==> src/rtl/pipe_pkg.sv <==
// Shared pipeline types: PC-mux select encoding, redirect FSM states and
// RV32I control-flow opcodes.
package pipe_pkg;

  typedef enum logic [1:0] {
    PC_PLUS4  = 2'b00,
    PC_JALR   = 2'b01,
    PC_BRANCH = 2'b10,
    PC_JAL    = 2'b11
  } pc_sel_t;

  typedef enum logic {
    RUN  = 1'b0,
    HOLD = 1'b1
  } redir_state_t;

  localparam logic [6:0] OP_JAL    = 7'b1101111;
  localparam logic [6:0] OP_JALR   = 7'b1100111;
  localparam logic [6:0] OP_BRANCH = 7'b1100011;

endpackage

==> src/rtl/sat_counter.sv <==
// Saturating up-counter with synchronous clear and async active-low reset.
module sat_counter #(
  parameter int unsigned W = 32
) (
  input  logic         CLK,
  input  logic         RST_N,
  input  logic         i_inc,
  input  logic         i_clr,
  output logic [W-1:0] o_cnt
);

  always_ff @(posedge CLK or negedge RST_N) begin
    if (!RST_N) begin
      o_cnt <= '0;
    end else if (i_clr) begin
      o_cnt <= '0;
    end else if (i_inc && (o_cnt != {W{1'b1}})) begin
      o_cnt <= o_cnt + W'(1);
    end
  end

endmodule

==> src/rtl/redirect_ctrl.sv <==
// PC-redirect / pipeline-sequencing controller for the 5-stage RV32I core.
// Optional statistics counters are enabled with `define REDIRECT_STATS_EN.
module redirect_ctrl
  import pipe_pkg::*;
#(
  parameter int unsigned XLEN  = 32
`ifdef REDIRECT_STATS_EN
  ,
  parameter int unsigned CNT_W = 32
`endif
) (
  input  logic            CLK,
  input  logic            RST_N,
  input  logic            de_jal_req,
  input  logic [XLEN-1:0] de_jal_target,
  input  logic            ex_jalr_req,
  input  logic [XLEN-1:0] ex_jalr_target,
  input  logic            ex_br_taken,
  input  logic [XLEN-1:0] ex_br_target,
  input  logic            ld_use_hazard,
  input  logic            imem_ready,
  output logic [1:0]      pc_sel,
  output logic [XLEN-1:0] pc_target,
  output logic            pc_we,
  output logic            if_de_flush,
  output logic            de_ex_flush,
  output logic            if_de_stall,
  output logic            redirect_busy
`ifdef REDIRECT_STATS_EN
  ,
  output logic [CNT_W-1:0] redirect_cnt,
  output logic [CNT_W-1:0] lu_stall_cnt,
  output logic [CNT_W-1:0] hold_cnt
`endif
);

  redir_state_t    r_state;
  pc_sel_t         r_pend_sel;
  logic [XLEN-1:0] r_pend_target;

  redir_state_t    w_state_nxt;
  pc_sel_t         w_sel;
  logic [XLEN-1:0] w_target;
  logic            w_we;
  logic            w_if_de_flush;
  logic            w_de_ex_flush;
  logic            w_if_de_stall;
  logic            w_busy;
  logic            w_latch;
  logic            w_lu_stall;

  always_ff @(posedge CLK or negedge RST_N) begin
    if (!RST_N) begin
      r_state       <= RUN;
      r_pend_sel    <= PC_PLUS4;
      r_pend_target <= '0;
    end else begin
      r_state <= w_state_nxt;
      if (w_latch) begin
        r_pend_sel    <= w_sel;
        r_pend_target <= w_target;
      end
    end
  end

  // Winner selection and pipeline control; a redirect that imem cannot take
  // this cycle is parked in the pending registers until the fetch is accepted.
  always_comb begin
    w_state_nxt   = r_state;
    w_sel         = PC_PLUS4;
    w_target      = '0;
    w_we          = 1'b0;
    w_if_de_flush = 1'b0;
    w_de_ex_flush = 1'b0;
    w_if_de_stall = 1'b0;
    w_busy        = 1'b0;
    w_latch       = 1'b0;
    w_lu_stall    = 1'b0;
    case (r_state)
      RUN: begin
        if (ex_jalr_req) begin
          w_sel    = PC_JALR;
          w_target = ex_jalr_target;
        end else if (ex_br_taken) begin
          w_sel    = PC_BRANCH;
          w_target = ex_br_target;
        end else if (de_jal_req) begin
          w_sel    = PC_JAL;
          w_target = de_jal_target;
        end
        if (w_sel != PC_PLUS4) begin
          w_if_de_flush = 1'b1;
          w_de_ex_flush = (w_sel != PC_JAL);
          w_we          = imem_ready;
          if (!imem_ready) begin
            w_latch     = 1'b1;
            w_state_nxt = HOLD;
          end
        end else if (ld_use_hazard) begin
          w_if_de_stall = 1'b1;
          w_de_ex_flush = 1'b1;
          w_lu_stall    = 1'b1;
        end else begin
          w_we = imem_ready;
        end
      end
      HOLD: begin
        w_sel         = r_pend_sel;
        w_target      = r_pend_target;
        w_we          = imem_ready;
        w_if_de_flush = 1'b1;
        w_de_ex_flush = (r_pend_sel != PC_JAL);
        w_busy        = 1'b1;
        if (imem_ready) begin
          w_state_nxt = RUN;
        end
      end
    endcase
  end

  // Outputs are forced quiet while reset is held.
  assign pc_sel        = RST_N ? w_sel : PC_PLUS4;
  assign pc_target     = RST_N ? w_target : '0;
  assign pc_we         = RST_N & w_we;
  assign if_de_flush   = RST_N & w_if_de_flush;
  assign de_ex_flush   = RST_N & w_de_ex_flush;
  assign if_de_stall   = RST_N & w_if_de_stall;
  assign redirect_busy = RST_N & w_busy;

`ifdef REDIRECT_STATS_EN
  logic w_redirect_acc;
  logic w_in_hold;

  assign w_redirect_acc = w_we && (w_sel != PC_PLUS4);
  assign w_in_hold      = (r_state == HOLD);

  sat_counter #(.W(CNT_W)) u_redirect_cnt (
    .CLK   (CLK),
    .RST_N (RST_N),
    .i_inc (w_redirect_acc),
    .i_clr (1'b0),
    .o_cnt (redirect_cnt)
  );

  sat_counter #(.W(CNT_W)) u_lu_stall_cnt (
    .CLK   (CLK),
    .RST_N (RST_N),
    .i_inc (w_lu_stall),
    .i_clr (1'b0),
    .o_cnt (lu_stall_cnt)
  );

  sat_counter #(.W(CNT_W)) u_hold_cnt (
    .CLK   (CLK),
    .RST_N (RST_N),
    .i_inc (w_in_hold),
    .i_clr (1'b0),
    .o_cnt (hold_cnt)
  );
`endif

  a_no_jalr_and_branch : assert property (
    @(posedge CLK) disable iff (!RST_N) !(ex_jalr_req && ex_br_taken)
  );

endmodule

==> config.mk <==
export PLATFORM = sky130hd
export DESIGN_NAME = redirect_ctrl
export DESIGN_NICKNAME = d
export VERILOG_FILES = /design/src/rtl/pipe_pkg.sv /design/src/rtl/sat_counter.sv /design/src/rtl/redirect_ctrl.sv
export SDC_FILE = /design/constraint.sdc
export NUM_CORES = 1
export LEC_CHECK = 0
export CAP_MARGIN = 20
export CORE_MARGIN = 8
export CORE_UTILIZATION = 30
export CTS_CLUSTER_DIAMETER = 60
export DETAILED_ROUTE_END_ITERATION = 6
export PLACE_DENSITY_LB_ADDON = 0.05
export SYNTH_ARGS = -nofsm -noshare
export SYNTH_HDL_FRONTEND = slang
export SYNTH_SLANG_ARGS = --single-unit
==> constraint.sdc <==
create_clock -name CLK -period 1.4 [get_ports CLK]
set_clock_uncertainty 0.2 [all_clocks]
set_input_delay 0.28 -clock CLK [delete_from_list [all_inputs] [get_ports CLK]]
set_output_delay 0.28 -clock CLK [all_outputs]
set_load 0.005 [all_outputs]
==> metrics.yaml <==
rsz0062_at_grt: "yes"
drv_slew: 0
r2r_start: "r_state$_DFF_PN0_"
power.switching_mw: 1.28
ir_drop_v: 0.000347
yosysSeqAreaShare_pct: 31.2
yosysUniqueCellTypes: 32
crit_type: "reg2out"
rrSetupSlack_ns: -0.32
p_per_area_mw_per_mm2: 667
ys_warn_count: 0
async_flop_share_pct: 100
cts_sinks: 35
drtAntennaViolNets: 0
wire_per_inst_microns: 19.5
setup_viol: 73
cp_max_fo: 8
slew_headroom_pct: 48.3
final_critical_path_setup_slack_ns: -0.611
die_w_microns: 113
synth_top_area_share_pct: 31.2
layout-drive-gt1-share_pct: 47.6
status: "finished with violations"
row_count: 35
grt_max_degree: 36
worst_pin_slew_ns: 0.776
synth_area_per_cell_sq_um: 9.56
final_nets: 613
core_area_sq_mm: 0.00915
grt_use_met2_pct: 32.4
cp_data_arrival_time_ns: 1.53
routed_wl_microns: 12100
synth_top_area_cell: "dfrtp_1"
cts_buffers: 5
grt_usage_pct: 18.4
synthTopCellsByArea: "dfrtp_1, a221oi_2, o31ai_1"
drv_cap: 0
clock_path_buffers: 2
use_met1_pct: 21.9
area_growth_pct: 102
die_area_sq_mm: 0.0127
dp_hpwl_microns: 8200
clk_pin_slew_worst_paths_ns: 0.08
diodes: 0
period_needed_ns: 2.01
start_kind: "register"
seqPwrFrac_pct: 33.6
portBuffers: 141
grt_pass1_wl_microns: 18900
postSynthCellCount: 294
ys_ff_latch: 35
syn_nets: 397
grtUsageMet3_pct: 4.26
antenna_found_initial: 0
cts_tree: "done"
synth_common_cells: "o31ai_1, dfrtp_1, nor2b_1, nand3_1, a221oi_2"
hp-class: "in2async"
ios: 142
power.leakage_nw: 2.34
synth_edf_count: 0
p_int_mw: 2.52
violations: "setup timing"
finalSetupTns_ns: -30.54
clock_latency_ns: 0.29
grt_pass1_vias: 3603
start_util_pct: 30.7
crit_required_ns: 0.92
busiest_layer: "met2"
p_sw_share_pct: 33.6
grt-ovfl-total: 0
clock.fmax_ghz: 0.497
hold_viol_final: 0
cts-root-buf: "clkbuf_8"
end_kind: "output port"
place_congestion: 0.726
drt-initial-drc-count: 112
drc: 0
clockPowerShare_pct: 19.6
synth_ff_type: "dfrtp_1"
htreeDepth: 2
r2r_end: "r_pend_sel[0]$_DFFE_PN0P_"
mappedNetlistArea_sq_mm: 0.00281
fin_crit_sh_pct: 144
vias_per_cell: 5.40
comb_power_share_pct: 46.8
place_ws_ns: -1.20
ff2ff_path_depth: 5
firstDrtPassIters: 4
dieHeight_microns: 113
yosysMostFrequentCell: "o31ai_1"
via_count: 3361
[registers in the layout, indices dropped and copies added (netlist names)]
| register | flops |
|---|---|
| r_pend_sel | 2 |
| r_pend_target | 32 |
| r_state | 1 |
[per-layer routing]
layer / vias up / routed length, microns / part of all wire [%]
li1: 1600 / - / -
met1: 1659 / 5190 / 43
met2: 91 / 6080 / 50
met3: 11 / 665 / 5.5
met4: 0 / 167 / 1.4
met5: - / 0 / 0
[cell type report]
class	instances	area (sq um)
flip-flops and latches	35	876
well taps	111	139
repair buffers	246	2280
fillers	782	3460
inverters	1	3.75
clock inverters	1	5.00
clock buffers	7	76.3
multi-input cells	221	2310
[cell usage in the layout (no fill, tap or decap), types with 2 or more instances in the layout]
cell type and instances:
buf_6 4, o21ai_2 16, o31ai_4 29, nand2b_1 2, clkbuf_8 5, dlymetal6s4s_1 3, clkdlybuf4s50_1 98, or2_4 2
a221oi_4 9, o31ai_1 26, o21ai_1 16, a21oi_1 3, nor2_1 3, a221oi_2 23, clkbuf_1 2, nand3_1 32
dfrtp_1 35, nor3_4 2, buf_4 81, nor2b_1 33, nand2_1 5, buf_12 15, o31ai_2 9, dlygate4sd2_1 3
buf_2 38
[critical path, stage by stage (launching register included)]
cell and delay [ns]:
dfrtp_1 0.39, buf_6 0.12, nand2b_4 0.19, clkbuf_16 0.21, o31ai_4 0.17, buf_2 0.16
[power by group through the flow]
stage / logic [mW] / clock network [mW] / registers [mW]
final: 1.78 / 0.743 / 1.28
after global placement: 1.55 / 0 / 1.27
after CTS: 1.63 / 0.766 / 1.26
after floorplan: 0.681 / 0 / 1.26
after detailed placement: 1.57 / 0 / 1.28
after global routing: 1.91 / 0.812 / 1.30
[cells by family (layout without fill, tap and decap cells)]
logic type / count (synthesis) / in the layout / synth area share, %
AOI/OAI and AO/OA: 136 / 136 / 42.9
buffers and inverters: 38 / 255 / 8.77
and+or+nand+nor: 85 / 85 / 17.2
DFF: 35 / 35 / 31.2
[per-stage QoR]
stage | cell area [sq um] | hold WS (ns) | instances | total power, mW | utilization [%]
2_1_floorplan | 2970 | -0.216 | 294 | 1.95 | -
3_3_place_gp | 5030 | 0.112 | 602 | 2.83 | 55.0
3_5_place_dp | 5030 | 0.113 | 602 | 2.85 | 55.0
4_1_cts | 5330 | 0.268 | 621 | 3.66 | 58.2
5_1_grt | 5690 | 0.309 | 622 | 4.02 | 62.2
6_report | 5690 | 0.249 | 622 | 3.80 | 62.2
[worst max path at each step]
stage                                 start  slack, ns            end  cells after the start
final                     r_state$_DFF_PN0_      -0.61   pc_target[5]                      5
after CTS                 r_state$_DFF_PN0_      -0.63  pc_target[11]                      5
after global routing      r_state$_DFF_PN0_      -0.67   pc_target[5]                      5
after global placement           de_jal_req      -1.14  pc_target[31]                      6
after floorplan                 ex_br_taken      -0.17  pc_target[30]                      6
after detailed placement         de_jal_req      -1.20   pc_target[0]                      6
[repair_timing]
item	4_1_cts	5_1_grt
gates cloned	2	1
hold buffers	3	0
hold endpoints to repair	35	0
buffers inserted	6	0
endpoints found under the setup margin	74	108
pin swaps	12	29
gates resized for setup	196	54
Power figures use the tool's default switching activity.
